[src/rtl/inst_encoder_pkg.sv]
// Shared RV32I opcode constants, encoding formats and stage-1 payload for the instruction encoder.
// Format decode and immediate range checks live here so any stage can reuse them.
package inst_encoder_pkg;

    localparam logic [6:0] OpLui    = 7'b0110111;
    localparam logic [6:0] OpAuipc  = 7'b0010111;
    localparam logic [6:0] OpJal    = 7'b1101111;
    localparam logic [6:0] OpJalr   = 7'b1100111;
    localparam logic [6:0] OpBranch = 7'b1100011;
    localparam logic [6:0] OpLoad   = 7'b0000011;
    localparam logic [6:0] OpStore  = 7'b0100011;
    localparam logic [6:0] OpIType  = 7'b0010011;
    localparam logic [6:0] OpRType  = 7'b0110011;

    localparam logic [31:0] NopInstr = 32'h0000_0013;

    typedef enum logic [2:0] {
        FmtR,
        FmtI,
        FmtS,
        FmtB,
        FmtU,
        FmtJ,
        FmtBad
    } fmt_e;

    typedef struct packed {
        fmt_e        fmt;
        logic        err;
        logic [6:0]  opcode;
        logic [4:0]  rd;
        logic [4:0]  rs1;
        logic [4:0]  rs2;
        logic [2:0]  funct3;
        logic [6:0]  funct7;
        logic [31:0] imm;
    } s1_t;

    function automatic fmt_e decode_fmt(input logic [6:0] op);
        fmt_e fmt;
        case (op)
            OpRType:                 fmt = FmtR;
            OpIType, OpJalr, OpLoad: fmt = FmtI;
            OpStore:                 fmt = FmtS;
            OpBranch:                fmt = FmtB;
            OpLui, OpAuipc:          fmt = FmtU;
            OpJal:                   fmt = FmtJ;
            default:                 fmt = FmtBad;
        endcase
        return fmt;
    endfunction

    // A signed value fits in N bits when every bit from N-1 upward matches the sign bit.
    function automatic logic range_err(input fmt_e fmt, input logic [31:0] imm);
        logic err;
        case (fmt)
            FmtI, FmtS: err = (imm[31:11] != {21{imm[31]}});
            FmtB:       err = (imm[31:12] != {20{imm[31]}}) || imm[0];
            FmtJ:       err = (imm[31:20] != {12{imm[31]}}) || imm[0];
            FmtU:       err = (imm[11:0] != 12'h000);
            FmtR:       err = 1'b0;
            default:    err = 1'b1;
        endcase
        return err;
    endfunction

endpackage

[src/rtl/inst_encoder_if.sv]
// Request/response bundle of the instruction encoder: field inputs with valid/ready, and the
// encoded word with its address and error flag.
interface inst_encoder_if #(
    parameter int unsigned ADDR_W = 32
) ();

    logic              in_valid;
    logic              in_ready;
    logic [6:0]        opcode;
    logic [4:0]        rd;
    logic [4:0]        rs1;
    logic [4:0]        rs2;
    logic [2:0]        funct3;
    logic [6:0]        funct7;
    logic [31:0]       imm;
    logic              out_valid;
    logic              out_ready;
    logic [31:0]       out_instr;
    logic [ADDR_W-1:0] out_addr;
    logic              out_err;

    modport master (
        output in_valid, opcode, rd, rs1, rs2, funct3, funct7, imm, out_ready,
        input  in_ready, out_valid, out_instr, out_addr, out_err
    );

    modport slave (
        input  in_valid, opcode, rd, rs1, rs2, funct3, funct7, imm, out_ready,
        output in_ready, out_valid, out_instr, out_addr, out_err
    );

endinterface

[src/rtl/inst_encoder_imm_pack.sv]
// Combinational packer: scatters register, function and immediate fields into an RV32I word
// for the given format. No range checking; out-of-range immediates are simply truncated.
module inst_encoder_imm_pack
    import inst_encoder_pkg::*;
(
    input  fmt_e        fmt_i,
    input  logic [6:0]  opcode_i,
    input  logic [4:0]  rd_i,
    input  logic [4:0]  rs1_i,
    input  logic [4:0]  rs2_i,
    input  logic [2:0]  funct3_i,
    input  logic [6:0]  funct7_i,
    input  logic [31:0] imm_i,
    output logic [31:0] instr_o
);

    always_comb begin
        instr_o = NopInstr;
        unique case (fmt_i)
            FmtR: instr_o = {funct7_i, rs2_i, rs1_i, funct3_i, rd_i, opcode_i};
            FmtI: instr_o = {imm_i[11:0], rs1_i, funct3_i, rd_i, opcode_i};
            FmtS: instr_o = {imm_i[11:5], rs2_i, rs1_i, funct3_i, imm_i[4:0], opcode_i};
            FmtB: instr_o = {imm_i[12], imm_i[10:5], rs2_i, rs1_i, funct3_i,
                             imm_i[4:1], imm_i[11], opcode_i};
            FmtU: instr_o = {imm_i[31:12], rd_i, opcode_i};
            FmtJ: instr_o = {imm_i[20], imm_i[10:1], imm_i[11], imm_i[19:12], rd_i, opcode_i};
            default: instr_o = NopInstr;
        endcase
    end

endmodule

[src/rtl/inst_encoder.sv]
// Two-stage RV32I instruction encoder: S1 captures fields plus decoded format and range error,
// S2 holds the packed word. Both stages share one stall enable; words carry a running address.
module inst_encoder
    import inst_encoder_pkg::*;
#(
    parameter int unsigned ADDR_W = 32
) (
    input  logic              clk,
    input  logic              rst_n,
    input  logic              start,
    input  logic [ADDR_W-1:0] base_addr,
    inst_encoder_if.slave     bus,
    output logic [7:0]        err_cnt
);

    logic              s1_valid_d, s1_valid_q;
    s1_t               s1_d, s1_q;
    logic              s2_valid_d, s2_valid_q;
    logic [31:0]       s2_instr_d, s2_instr_q;
    logic              s2_err_d, s2_err_q;
    logic [ADDR_W-1:0] addr_d, addr_q;
    logic [7:0]        err_cnt_d, err_cnt_q;
    logic [31:0]       packed_instr;
    logic              en;
    logic              out_hs;

    assign en     = !s2_valid_q || bus.out_ready;
    assign out_hs = s2_valid_q && bus.out_ready;

    inst_encoder_imm_pack u_imm_pack (
        .fmt_i    (s1_q.fmt),
        .opcode_i (s1_q.opcode),
        .rd_i     (s1_q.rd),
        .rs1_i    (s1_q.rs1),
        .rs2_i    (s1_q.rs2),
        .funct3_i (s1_q.funct3),
        .funct7_i (s1_q.funct7),
        .imm_i    (s1_q.imm),
        .instr_o  (packed_instr)
    );

    always_comb begin
        s1_valid_d = s1_valid_q;
        s1_d       = s1_q;
        s2_valid_d = s2_valid_q;
        s2_instr_d = s2_instr_q;
        s2_err_d   = s2_err_q;
        if (en) begin
            s1_valid_d  = bus.in_valid;
            s1_d.fmt    = decode_fmt(bus.opcode);
            s1_d.err    = range_err(s1_d.fmt, bus.imm);
            s1_d.opcode = bus.opcode;
            s1_d.rd     = bus.rd;
            s1_d.rs1    = bus.rs1;
            s1_d.rs2    = bus.rs2;
            s1_d.funct3 = bus.funct3;
            s1_d.funct7 = bus.funct7;
            s1_d.imm    = bus.imm;
            s2_valid_d  = s1_valid_q;
            s2_instr_d  = packed_instr;
            s2_err_d    = s1_q.err;
        end
    end

    // start overrides the handshake increment; the handshaking word already saw the old address.
    always_comb begin
        addr_d    = addr_q;
        err_cnt_d = err_cnt_q;
        if (start) begin
            addr_d    = base_addr;
            err_cnt_d = 8'd0;
        end else if (out_hs) begin
            addr_d = addr_q + ADDR_W'(4);
            if (s2_err_q && (err_cnt_q != 8'hFF)) begin
                err_cnt_d = err_cnt_q + 8'd1;
            end
        end
    end

    always_ff @(posedge clk) begin
        if (!rst_n) begin
            s1_valid_q <= 1'b0;
            s1_q       <= '0;
            s2_valid_q <= 1'b0;
            s2_instr_q <= 32'h0;
            s2_err_q   <= 1'b0;
            addr_q     <= '0;
            err_cnt_q  <= 8'd0;
        end else begin
            s1_valid_q <= s1_valid_d;
            s1_q       <= s1_d;
            s2_valid_q <= s2_valid_d;
            s2_instr_q <= s2_instr_d;
            s2_err_q   <= s2_err_d;
            addr_q     <= addr_d;
            err_cnt_q  <= err_cnt_d;
        end
    end

    assign bus.in_ready  = en;
    assign bus.out_valid = s2_valid_q;
    assign bus.out_instr = s2_instr_q;
    assign bus.out_addr  = addr_q;
    assign bus.out_err   = s2_err_q;
    assign err_cnt       = err_cnt_q;

endmodule

[src/flat_wrapper.sv]
// flat-port wrapper written by rule: the top's interface ports become plain ports
module inst_encoder_flat import inst_encoder_pkg::*;
#(
    parameter int unsigned ADDR_W = 32
)
  (clk, rst_n, start, base_addr, err_cnt, bus_in_valid, bus_opcode, bus_rd, bus_rs1, bus_rs2, bus_funct3, bus_funct7, bus_imm, bus_out_ready, bus_in_ready, bus_out_valid, bus_out_instr, bus_out_addr, bus_out_err);
  inst_encoder_if #(.ADDR_W(ADDR_W)) bus_i ();
  input  logic clk;
  input  logic rst_n;
  input  logic start;
  input  logic [ADDR_W-1:0] base_addr;
  output logic [7:0] err_cnt;
  input wire logic [$bits(bus_i.in_valid)-1:0] bus_in_valid;
  input wire logic [$bits(bus_i.opcode)-1:0] bus_opcode;
  input wire logic [$bits(bus_i.rd)-1:0] bus_rd;
  input wire logic [$bits(bus_i.rs1)-1:0] bus_rs1;
  input wire logic [$bits(bus_i.rs2)-1:0] bus_rs2;
  input wire logic [$bits(bus_i.funct3)-1:0] bus_funct3;
  input wire logic [$bits(bus_i.funct7)-1:0] bus_funct7;
  input wire logic [$bits(bus_i.imm)-1:0] bus_imm;
  input wire logic [$bits(bus_i.out_ready)-1:0] bus_out_ready;
  output wire logic [$bits(bus_i.in_ready)-1:0] bus_in_ready;
  output wire logic [$bits(bus_i.out_valid)-1:0] bus_out_valid;
  output wire logic [$bits(bus_i.out_instr)-1:0] bus_out_instr;
  output wire logic [$bits(bus_i.out_addr)-1:0] bus_out_addr;
  output wire logic [$bits(bus_i.out_err)-1:0] bus_out_err;
  assign bus_i.in_valid = bus_in_valid;
  assign bus_i.opcode = bus_opcode;
  assign bus_i.rd = bus_rd;
  assign bus_i.rs1 = bus_rs1;
  assign bus_i.rs2 = bus_rs2;
  assign bus_i.funct3 = bus_funct3;
  assign bus_i.funct7 = bus_funct7;
  assign bus_i.imm = bus_imm;
  assign bus_i.out_ready = bus_out_ready;
  assign bus_in_ready = bus_i.in_ready;
  assign bus_out_valid = bus_i.out_valid;
  assign bus_out_instr = bus_i.out_instr;
  assign bus_out_addr = bus_i.out_addr;
  assign bus_out_err = bus_i.out_err;
  inst_encoder #(.ADDR_W(ADDR_W)) u_core (.clk(clk), .rst_n(rst_n), .start(start), .base_addr(base_addr), .bus(bus_i), .err_cnt(err_cnt));
endmodule
[config.mk]
export PLATFORM = sky130hd
export DESIGN_NAME = inst_encoder_flat
export DESIGN_NICKNAME = d
export VERILOG_FILES = /design/src/rtl/inst_encoder_pkg.sv /design/src/rtl/inst_encoder_if.sv /design/src/rtl/inst_encoder_imm_pack.sv /design/src/rtl/inst_encoder.sv /design/src/flat_wrapper.sv
export SDC_FILE = /design/constraint.sdc
export NUM_CORES = 1
export LEC_CHECK = 0
export BUFFER_PORTS_ARGS = -buffer_cell sky130_fd_sc_hd__buf_2
export CAP_MARGIN = 25
export CORE_MARGIN = 2
export CORE_UTILIZATION = 57
export DETAILED_ROUTE_END_ITERATION = 8
export GPL_TIMING_DRIVEN = 0
export HOLD_SLACK_MARGIN = 0.02
export PLACE_DENSITY = 0.88
export SETUP_SLACK_MARGIN = 0.4
export SYNTH_ARGS = -nofsm -noshare
export SYNTH_HDL_FRONTEND = slang
export SYNTH_SLANG_ARGS = --single-unit
export TNS_END_PERCENT = 50
[constraint.sdc]
create_clock -name clk -period 4.22 [get_ports clk]
set_input_delay 0.422 -clock clk [delete_from_list [all_inputs] [get_ports clk]]
set_output_delay 0.422 -clock clk [all_outputs]
set_load 0.005 [all_outputs]
==> impl_metrics.tcl <==
set metrics [dict create \
    p_leak_uw 0.00366 \
    hold_class "input pin to flop" \
    syn_nets 872 \
    crit_path_start_kind "flop" \
    die_area_um2 12300 \
    worstPathArrival_ns 2.32 \
    syn_inst 769 \
    syn-cell-area_um2 6510 \
    drt_iter0_drc 783 \
    ys_ff_latch 143 \
    gp_congestion 0.971 \
    ys_warn_count 0 \
    critPathCapture "bus_in_ready" \
    port_buffers 172 \
    root_buffer "clkbuf_16" \
    clock_sinks 143 \
    antenna_found_initial 0 \
    insertion_delay_ns 0.42 \
    crit_path_end_kind "output pin" \
    synth_edf_count 0 \
    worst_r2r_startpoint "u_core.bus.out_valid$_SDFFE_PN0P_" \
    totalWireLength_mm 18.8 \
    path_max_fanout 10 \
    worstHoldPathCells 2 \
    io_pins 176 \
    die_y_um 111 \
    yosysMostFrequentCell "nand2_1" \
    grt_max_degree 17 \
    synth_ff_type "dfxtp_1" \
    worstSetupPathType "flop to output pin" \
    drt-wirelength-per-cell_um 16.8 \
    r2r_end "u_core.bus.out_instr[18]$_SDFFE_PN0P_" \
    slew-limit-headroom_pct 50.2 \
    diodes 0 \
    period_share_pct 64.9 \
    finalSetupViolations 0 \
    synth_seq_area_share_pct 43.9 \
    synthTopCellsByCount "nand2_1 (177), dfxtp_1 (143), a21boi_0 (64), clkbuf_1 (38), o21ai_0 (37)" \
    fin_nets 1063 \
    grt_pass1_wl_mm 30.1 \
    cp-startpoint "u_core.bus.out_valid$_SDFFE_PN0P_" \
    cts_tree "built" \
    fillers 892 \
    final.setup.tns_ns 0 \
    yosys-top-cells-area "dfxtp_1 (44%), nand2_1 (10%), a21boi_0 (7.4%)" \
    grt.overflow.total 0 \
    final_antenna_net_count 0 \
    rows 39 \
    post_cts_buffers 0 \
    multiInputGateArea_um2 3380 \
    status "completed" \
    yosysTopAreaCellShare_pct 43.9 \
    cts_buffers 17 \
    p_per_area_nw_per_um2 415 \
    fin_worst_skew_ns 0.00686 \
    drc 0 \
    register_area_um2 2860 \
    irDropWorstVdd_uv 228 \
    dr.pass1.iters 6 \
    crit_required_ns 3.80 \
    async_flop_share_pct 0 \
    grt_pass1_vias 6078 \
    cts.path.max_buffers 2 \
    coreArea_um2 11300 \
    worst_pin_slew_ns 0.747 \
    clkTransAtPathRegs_ns 0.06 \
    cts_repair_resize_count 0 \
    finalHoldViolCount 0 \
    grt_usage_pct 30.2 \
    synth_top_area_cell "dfxtp_1" \
    r2r_slack_ns 2.24 \
    dp_hpwl_mm 13.9 \
    drive_above_1_share_pct 24.0 \
    dr_total_vias 6446 \
    maxCapViolations 0 \
    r2r.worst_path.cells 6 \
    rsz0062_at_grt "no" \
    h-tree-depth 4 \
    syn_avg_cell_area_um2 8.47 \
    yosysUniqueCellTypes 53 \
    fin_crit_ns 2.74 \
    syn_to_final_growth_pct 25.3 \
    vias_per_cell 5.78 \
    final_core_util_pct 72.4 \
    maxSlewViolCount 0 \
    fmax_mhz 365 \
    start_util_pct 57.8 \
    die-width_um 111 \
    holdBufCountCts 0 \
]
## layout make-up
type	count	area share, %
multi-input cells	558	41.4
repair buffers	172	10.5
clock inverters	13	2.01
clock buffers	19	5.43
flip-flops and latches	143	35.1
inverters	13	0.598
plain buffers	55	2.71
well taps	143	2.19
## worst min path at each step
stage                     slack, ns                              endpoint                          from
after CTS                      0.23   u_core.bus.out_addr[4]$_SDFFE_PN0N_                  base_addr[4]
final                          0.24  u_core.bus.out_addr[29]$_SDFFE_PN0N_                 base_addr[29]
after global placement         0.44          u_core.s1_q[39]$_SDFFE_PN0P_  u_core.s1_q[39]$_SDFFE_PN0P_
after floorplan                0.43          u_core.s1_q[39]$_SDFFE_PN0P_  u_core.s1_q[39]$_SDFFE_PN0P_
after global routing           0.24  u_core.bus.out_addr[29]$_SDFFE_PN0N_                 base_addr[29]
after detailed placement       0.45          u_core.s1_q[39]$_SDFFE_PN0P_  u_core.s1_q[39]$_SDFFE_PN0P_
## cells in the final DEF, fill, tap and decap left out, types with 6 or more instances in the layout
master | Yosys | layout
buf_2 | 11 | 183
nand2_1 | 177 | 177
dfxtp_1 | 143 | 143
a21boi_0 | 64 | 64
clkbuf_1 | 38 | 39
o21ai_0 | 37 | 37
xor2_1 | 23 | 23
nor2_1 | 23 | 23
a22oi_1 | 22 | 22
a21oi_1 | 22 | 22
o211a_1 | 19 | 19
nand3_1 | 18 | 18
clkbuf_16 | 0 | 17
nor2b_1 | 15 | 15
o221ai_1 | 13 | 13
nand4_1 | 13 | 13
and2_1 | 12 | 12
inv_1 | 12 | 12
xnor2_1 | 11 | 11
and3_1 | 8 | 8
nand2b_1 | 7 | 7
nor4_1 | 7 | 7
nor3_1 | 7 | 7
mux2i_1 | 6 | 6
a221oi_1 | 6 | 6
## metal layers
layer,wire [µm],GRT usage (%),up-vias
li1,-,-,3086
met1,7820,38.3,2976
met2,8950,50.7,344
met3,1500,5.96,40
met4,508,12.0,0
met5,0,0,-
## worst max-delay path: stages, from the launching register on
cell and delay (ns):
dfxtp_1 0.39, nor2b_1 0.17, clkbuf_1 0.16, inv_2 0.22
buf_2 0.30, buf_1 0.46, buf_2 0.21
## state kept, by name (all words and copies together) (netlist names)
register	count
u_core.s1_q	68
u_core.bus.out_addr	32
u_core.bus.out_instr	32
u_core.err_cnt	8
u_core.bus.out_err	1
u_core.bus.out_valid	1
u_core.s1_valid_q	1
## where the power goes
group	internal (µW)	switching, µW
Sequential	1430	64.5
Combinational	162	200
Clock	946	581
Total	2540	846
## cells by family after synthesis
group | synth area share [%]
flops | 43.9
fa+ha+maj | 0.384
compound gates | 22.6
mux | 1.61
xor+xnor | 4.57
simple gates | 22.8
buf+inv | 4.15
## metrics by stage
step                area, µm²  total power, µW  setup WS (ns)  hold WS, ns  cells
floorplan                6510             1710           2.48        0.431    769
global placement         7550             1870           1.88        0.440   1084
detailed placement       7550             1880           1.83        0.448   1084
CTS                      8160             3390           1.49        0.232   1116
global route             8160             3500           1.38        0.243   1116
finish                   8160             3390           1.48        0.245   1116
Note: power is estimated with default switching activity, not from simulation.
